--- config.mk ---
export PLATFORM = sky130hd
export DESIGN_NAME = id_ex_pipeline_reg
export DESIGN_NICKNAME = d
export VERILOG_FILES = /design/src/rtl/id_ex_pipeline_reg_pkg.sv /design/src/rtl/ID_Hazard_Detection.sv /design/src/rtl/id_ex_pipeline_reg.sv
export SDC_FILE = /design/constraint.sdc
export NUM_CORES = 1
export LEC_CHECK = 0
export ABC_AREA = 0
export ABC_CLOCK_PERIOD_IN_PS = 5890
export CAP_MARGIN = 15
export CORE_UTILIZATION = 35
export DETAILED_ROUTE_END_ITERATION = 10
export GPL_TIMING_DRIVEN = 0
export PLACE_DENSITY = 0.86
export SYNTH_ARGS = -nofsm -noshare
export SYNTH_HDL_FRONTEND = slang
export SYNTH_SLANG_ARGS = --single-unit
--- constraint.sdc ---
create_clock -name Clk -period 5.89 [get_ports Clk]
set_clock_uncertainty 0.15 [all_clocks]
set_input_delay 1.178 -clock Clk [delete_from_list [all_inputs] [get_ports Clk]]
set_output_delay 1.178 -clock Clk [all_outputs]
set_load 0.1 [all_outputs]
--- src/rtl/id_ex_pipeline_reg_pkg.sv ---
// Shared encodings for the ID/EX stage register and its load-use hazard check.
package id_ex_pipeline_reg_pkg;

  // ALUOp encodings produced by the main decoder.
  localparam logic [1:0] ALUOP_LWSW    = 2'b00;
  localparam logic [1:0] ALUOP_BEQ     = 2'b01;
  localparam logic [1:0] ALUOP_RTYPE   = 2'b10;
  localparam logic [1:0] ALUOP_UNKNOWN = 2'b11;

  // A bubble carries the harmless add-style ALUOp.
  localparam logic [1:0] ALUOP_BUBBLE  = ALUOP_LWSW;

  // Register $0 is hard-wired to zero and can never be a hazard source.
  localparam int unsigned REG_ZERO = 0;

  // Decoded control bundle carried from ID into EX.
  typedef struct packed {
    logic       reg_dst;
    logic       alu_src;
    logic       mem_read;
    logic       mem_write;
    logic       mem_to_reg;
    logic       reg_write;
    logic [1:0] alu_op;
  } ctrl_t;

  // Control word of a bubble: nothing writes, nothing touches memory.
  localparam ctrl_t CTRL_BUBBLE = '{
    reg_dst:    1'b0,
    alu_src:    1'b0,
    mem_read:   1'b0,
    mem_write:  1'b0,
    mem_to_reg: 1'b0,
    reg_write:  1'b0,
    alu_op:     ALUOP_BUBBLE
  };

endpackage

--- src/rtl/ID_Hazard_Detection.sv ---
// Load-use hazard detector: requests a one-cycle stall when the load now in
// EX writes a register that the instruction in ID is about to read.
module ID_Hazard_Detection
  import id_ex_pipeline_reg_pkg::*;
#(
  parameter int REG_ADDR_WIDTH = 5
) (
  input  logic                      MemRead_EX,
  input  logic                      Valid_EX,
  input  logic [REG_ADDR_WIDTH-1:0] Rt_EX,
  input  logic [REG_ADDR_WIDTH-1:0] Rs_ID,
  input  logic [REG_ADDR_WIDTH-1:0] Rt_ID,
  input  logic                      Hold,
  input  logic                      Flush,
  output logic                      Stall_ID
);

  logic load_in_ex;
  logic rt_not_zero;
  logic operand_match;

  // Compare the EX load destination against both ID source specifiers; a
  // freeze or a flush already decides what EX captures, so the stall is masked.
  always_comb begin
    load_in_ex    = MemRead_EX && Valid_EX;
    rt_not_zero   = (Rt_EX != REG_ADDR_WIDTH'(REG_ZERO));
    operand_match = (Rt_EX == Rs_ID) || (Rt_EX == Rt_ID);
    Stall_ID      = load_in_ex && rt_not_zero && operand_match && !Hold && !Flush;
  end

endmodule

--- src/rtl/id_ex_pipeline_reg.sv ---
// ID/EX pipeline register with freeze, flush-to-bubble and load-use stall.
// Edge priority: Reset > Hold > Flush > Stall_ID > normal load.
module id_ex_pipeline_reg
  import id_ex_pipeline_reg_pkg::*;
#(
  parameter int DATA_WIDTH     = 32,
  parameter int REG_ADDR_WIDTH = 5
) (
  input  logic                      Clk,
  input  logic                      Reset,
  input  logic                      Hold,
  input  logic                      Flush,
  input  logic [DATA_WIDTH-1:0]     PC_Plus_4_ID,
  input  logic [DATA_WIDTH-1:0]     Read_Data_1_ID,
  input  logic [DATA_WIDTH-1:0]     Read_Data_2_ID,
  input  logic [DATA_WIDTH-1:0]     Sign_Extend_Instruction_ID,
  input  logic [REG_ADDR_WIDTH-1:0] Rs_ID,
  input  logic [REG_ADDR_WIDTH-1:0] Rt_ID,
  input  logic [REG_ADDR_WIDTH-1:0] Rd_ID,
  input  logic                      RegDst_ID,
  input  logic                      ALUSrc_ID,
  input  logic                      MemRead_ID,
  input  logic                      MemWrite_ID,
  input  logic                      MemtoReg_ID,
  input  logic                      RegWrite_ID,
  input  logic [1:0]                ALUOp_ID,
  output logic [DATA_WIDTH-1:0]     PC_Plus_4_EX,
  output logic [DATA_WIDTH-1:0]     Read_Data_1_EX,
  output logic [DATA_WIDTH-1:0]     Read_Data_2_EX,
  output logic [DATA_WIDTH-1:0]     Sign_Extend_Instruction_EX,
  output logic [REG_ADDR_WIDTH-1:0] Rs_EX,
  output logic [REG_ADDR_WIDTH-1:0] Rt_EX,
  output logic [REG_ADDR_WIDTH-1:0] Rd_EX,
  output logic                      RegDst_EX,
  output logic                      ALUSrc_EX,
  output logic                      MemRead_EX,
  output logic                      MemWrite_EX,
  output logic                      MemtoReg_EX,
  output logic                      RegWrite_EX,
  output logic [1:0]                ALUOp_EX,
  output logic                      Valid_EX,
  output logic                      Stall_ID
);

  // Stage state and its next-state values.
  logic [DATA_WIDTH-1:0]     pc_plus_4_q, pc_plus_4_d;
  logic [DATA_WIDTH-1:0]     read_data_1_q, read_data_1_d;
  logic [DATA_WIDTH-1:0]     read_data_2_q, read_data_2_d;
  logic [DATA_WIDTH-1:0]     sign_ext_q, sign_ext_d;
  logic [REG_ADDR_WIDTH-1:0] rs_q, rs_d;
  logic [REG_ADDR_WIDTH-1:0] rt_q, rt_d;
  logic [REG_ADDR_WIDTH-1:0] rd_q, rd_d;
  ctrl_t                     ctrl_q, ctrl_d;
  logic                      valid_q, valid_d;

  ctrl_t ctrl_id;
  logic  stall;

  assign ctrl_id = '{
    reg_dst:    RegDst_ID,
    alu_src:    ALUSrc_ID,
    mem_read:   MemRead_ID,
    mem_write:  MemWrite_ID,
    mem_to_reg: MemtoReg_ID,
    reg_write:  RegWrite_ID,
    alu_op:     ALUOp_ID
  };

  ID_Hazard_Detection #(
    .REG_ADDR_WIDTH(REG_ADDR_WIDTH)
  ) u_hazard (
    .MemRead_EX(ctrl_q.mem_read),
    .Valid_EX  (valid_q),
    .Rt_EX     (rt_q),
    .Rs_ID     (Rs_ID),
    .Rt_ID     (Rt_ID),
    .Hold      (Hold),
    .Flush     (Flush),
    .Stall_ID  (stall)
  );

  // Choose what EX captures next: keep it (Hold), a bubble (Flush or stall),
  // or the instruction currently in ID.
  always_comb begin
    pc_plus_4_d   = pc_plus_4_q;
    read_data_1_d = read_data_1_q;
    read_data_2_d = read_data_2_q;
    sign_ext_d    = sign_ext_q;
    rs_d          = rs_q;
    rt_d          = rt_q;
    rd_d          = rd_q;
    ctrl_d        = ctrl_q;
    valid_d       = valid_q;
    if (Hold) begin
      // freeze: defaults already retain every field
    end else if (Flush || stall) begin
      pc_plus_4_d   = '0;
      read_data_1_d = '0;
      read_data_2_d = '0;
      sign_ext_d    = '0;
      rs_d          = '0;
      rt_d          = '0;
      rd_d          = '0;
      ctrl_d        = CTRL_BUBBLE;
      valid_d       = 1'b0;
    end else begin
      pc_plus_4_d   = PC_Plus_4_ID;
      read_data_1_d = Read_Data_1_ID;
      read_data_2_d = Read_Data_2_ID;
      sign_ext_d    = Sign_Extend_Instruction_ID;
      rs_d          = Rs_ID;
      rt_d          = Rt_ID;
      rd_d          = Rd_ID;
      ctrl_d        = ctrl_id;
      valid_d       = 1'b1;
    end
  end

  // Stage register: reset loads a bubble and overrides every other request.
  always_ff @(posedge Clk) begin
    if (Reset) begin
      pc_plus_4_q   <= '0;
      read_data_1_q <= '0;
      read_data_2_q <= '0;
      sign_ext_q    <= '0;
      rs_q          <= '0;
      rt_q          <= '0;
      rd_q          <= '0;
      ctrl_q        <= CTRL_BUBBLE;
      valid_q       <= 1'b0;
    end else begin
      pc_plus_4_q   <= pc_plus_4_d;
      read_data_1_q <= read_data_1_d;
      read_data_2_q <= read_data_2_d;
      sign_ext_q    <= sign_ext_d;
      rs_q          <= rs_d;
      rt_q          <= rt_d;
      rd_q          <= rd_d;
      ctrl_q        <= ctrl_d;
      valid_q       <= valid_d;
    end
  end

  assign PC_Plus_4_EX               = pc_plus_4_q;
  assign Read_Data_1_EX             = read_data_1_q;
  assign Read_Data_2_EX             = read_data_2_q;
  assign Sign_Extend_Instruction_EX = sign_ext_q;
  assign Rs_EX                      = rs_q;
  assign Rt_EX                      = rt_q;
  assign Rd_EX                      = rd_q;
  assign RegDst_EX                  = ctrl_q.reg_dst;
  assign ALUSrc_EX                  = ctrl_q.alu_src;
  assign MemRead_EX                 = ctrl_q.mem_read;
  assign MemWrite_EX                = ctrl_q.mem_write;
  assign MemtoReg_EX                = ctrl_q.mem_to_reg;
  assign RegWrite_EX                = ctrl_q.reg_write;
  assign ALUOp_EX                   = ctrl_q.alu_op;
  assign Valid_EX                   = valid_q;
  assign Stall_ID                   = stall;

endmodule

==> impl_metrics.yaml <==
run_status:
  status: "complete, no violations"
floorplanning:
  io_pins: 308
  row_count: 42
  die_w_um: 119
  die-height_um: 119
  start_util: 0.360
  fp.coreArea_um2: 13300
  dieArea_um2: 14100
critical_path:
  critPathCaptureType: "primary output"
  cp.arrival_ns: 3.74
  critPathKind: "primary input to primary output"
  critical_path_required_ns: 4.56
  worst-r2r-cell-count: 7
  critPathLaunchType: "primary input"
  cp_max_fo: 2
clock_tree:
  ctsResizeCount: 0
  clk_path_buf_depth: 2
  cts_setup_buffers: 0
  cts_tree: "done"
  htree_levels: 4
  clock_latency_ns: 0.41
  cts.sinks: 152
  path_clk_slew_ns: 0.06
  cts_hold_buf: 0
  numCtsBuffers: 17
  clock_tree.root_cell: "clkbuf_16"
drt:
  dr.first_iter.drc_count: 211
  dr.pass1.iters: 6
  routed_wl_um: 16000
  wl_per_cell_um: 17.8
  drc: 0
  via_per_inst: 5.07
  drtAntennaViolNets: 0
  vias: 4530
finish:
  drive_gt1_frac: 0.0515
  nets: 864
  seq_area_um2: 3040
  antenna_cells: 0
  nFillCells: 987
  final_common_cell: "clkdlybuf4s50_1"
  multiInputGateArea_um2: 1600
  layout_common_cells: "clkdlybuf4s50_1, dfxtp_1, a22o_1"
  area_growth_pct: 80.5
placement:
  dp_hpwl_um: 11800
  io_buffers: 307
  place.gp.congestion: 0.848
global_routing:
  antenna_found_initial: 0
  grt_first_pass_wirelength_um: 24300
  grt_remaining_overflow: 0
  grtUsageTotal: 0.223
  grt_pass1_vias: 4611
  grt_max_degree: 17
sta:
  max_slew_margin: 0.311
  worst_pin_slew_ns: 1.03
  final_hold_viol_count: 0
  fin_crit_sh: 0.861
  period_needed_ns: 5.07
  rsz0062_at_grt: "false"
  tns_ns: 0
  fmax_mhz: 197
  setup_viol: 0
  maxSlewViolCount: 0
synth:
  yosysUniqueCellTypes: 16
  synth.top_cell.area_share: 0.636
  yosysWarnings: 0
  synthesis.nets: 538
  synthCells: 383
  synth_area_leaders: "dfxtp_1, a22o_1, clkbuf_1"
  synth_top_cell_by_area: "dfxtp_1"
  synthesis.area_um2: 4780
  synth-seq-cells: 152
  ys_seq_area_frac: 0.636
  synth_area_per_cell_um2: 12.5
power:
  ir_worst_vdd_mv: 0.190
  power_density_nw_per_um2: 314
  p_total_mw: 2.71
  power_leakage_nw: 3.27
min_path:
  min_path_type: "flip-flop to flip-flop"
  min_path_cells: 1
flow_run:
  cap_violations: 0
==> path summary, 6_finish.rpt <==
path | startpoint | to | slack [ns]
setup / recovery | Rs_ID[4] | Stall_ID | 0.82
hold / removal | Read_Data_1_EX[18] | Read_Data_1_EX[18] | 0.32
setup reg to reg | Rt_EX[4] | Read_Data_1_EX[21] | 3.47
hold reg to reg | Read_Data_1_EX[18] | Read_Data_1_EX[18] | 0.32
==> per-stage QoR <==
stage                      util  instances  cell area, µm²  setup WS [ns]  hold slack (ns)
final                     0.649        894            8630          0.821            0.320
after global routing      0.649        894            8630          0.685            0.336
after CTS                 0.649        894            8630          0.807            0.324
after detailed placement  0.608        866            8080          0.836            0.303
after global placement    0.608        866            8080          0.881            0.305
after floorplan               -        383            4780           1.38            0.770
==> cells by family (layout without fill, tap and decap cells) <==
group,count (synthesis),in the layout,share of synthesized area
xor gates and xnor gates,10,10,0.0183
and+or+nand+nor,31,31,0.0345
DFF,152,152,0.636
AOI/OAI and AO/OA,155,155,0.281
buffers and inverters,35,370,0.0298
==> worst max-delay path: stages <==
cell and delay, ns:
clkdlybuf4s50_1 0.53, xnor2_1 0.13, nand3_1 0.08, o22ai_1 0.31
and2_1 0.22, nor2b_1 0.15, clkdlybuf4s50_1 1.14
==> power breakdown <==
part | leakage (nW) | switching, mW | internal (mW)
Combinational | 1.76 | 0.383 | 0.195
Sequential | 1.24 | 0.0255 | 1.07
Clock | 0.274 | 0.403 | 0.635
==> cell type report <==
cell class / count / area share
Clock buffer: 20 / 0.0529
Tap cell: 176 / 0.0255
Timing Repair Buffer: 307 / 0.356
Clock inverter: 8 / 0.0116
Sequential cell: 152 / 0.352
Buffer: 35 / 0.0165
Multi-Input combinational cell: 196 / 0.185
==> sequential cells by signal (all words and copies together) (netlist names), 2 cells and up <==
| signal | cells |
|---|---|
| PC_Plus_4_EX | 32 |
| Read_Data_1_EX | 32 |
| Read_Data_2_EX | 32 |
| Sign_Extend_Instruction_EX | 32 |
| Rd_EX | 5 |
| Rs_EX | 5 |
| Rt_EX | 5 |
| ALUOp_EX | 2 |
==> routing by layer <==
layer  share of wire  wire, µm  global-route usage
met5               0         0                   0
met1            0.40      6350               0.236
met2            0.50      8000               0.398
met3           0.072      1150              0.0757
met4           0.028       452               0.104
==> synthesized netlist by cell type <==
cell type  instances
dfxtp_1          152
a22o_1           141
clkbuf_1          26
nand2_1           13
o22ai_1           11
nand3b_1          10
xnor2_1           10
buf_2              9
nand3_1            2
nor2_1             2
nor2b_1            2
a2111oi_4          1
a211oi_1           1
a21o_1             1
and2_1             1
nor3_1             1
Note: power is estimated with default switching activity, not from simulation.
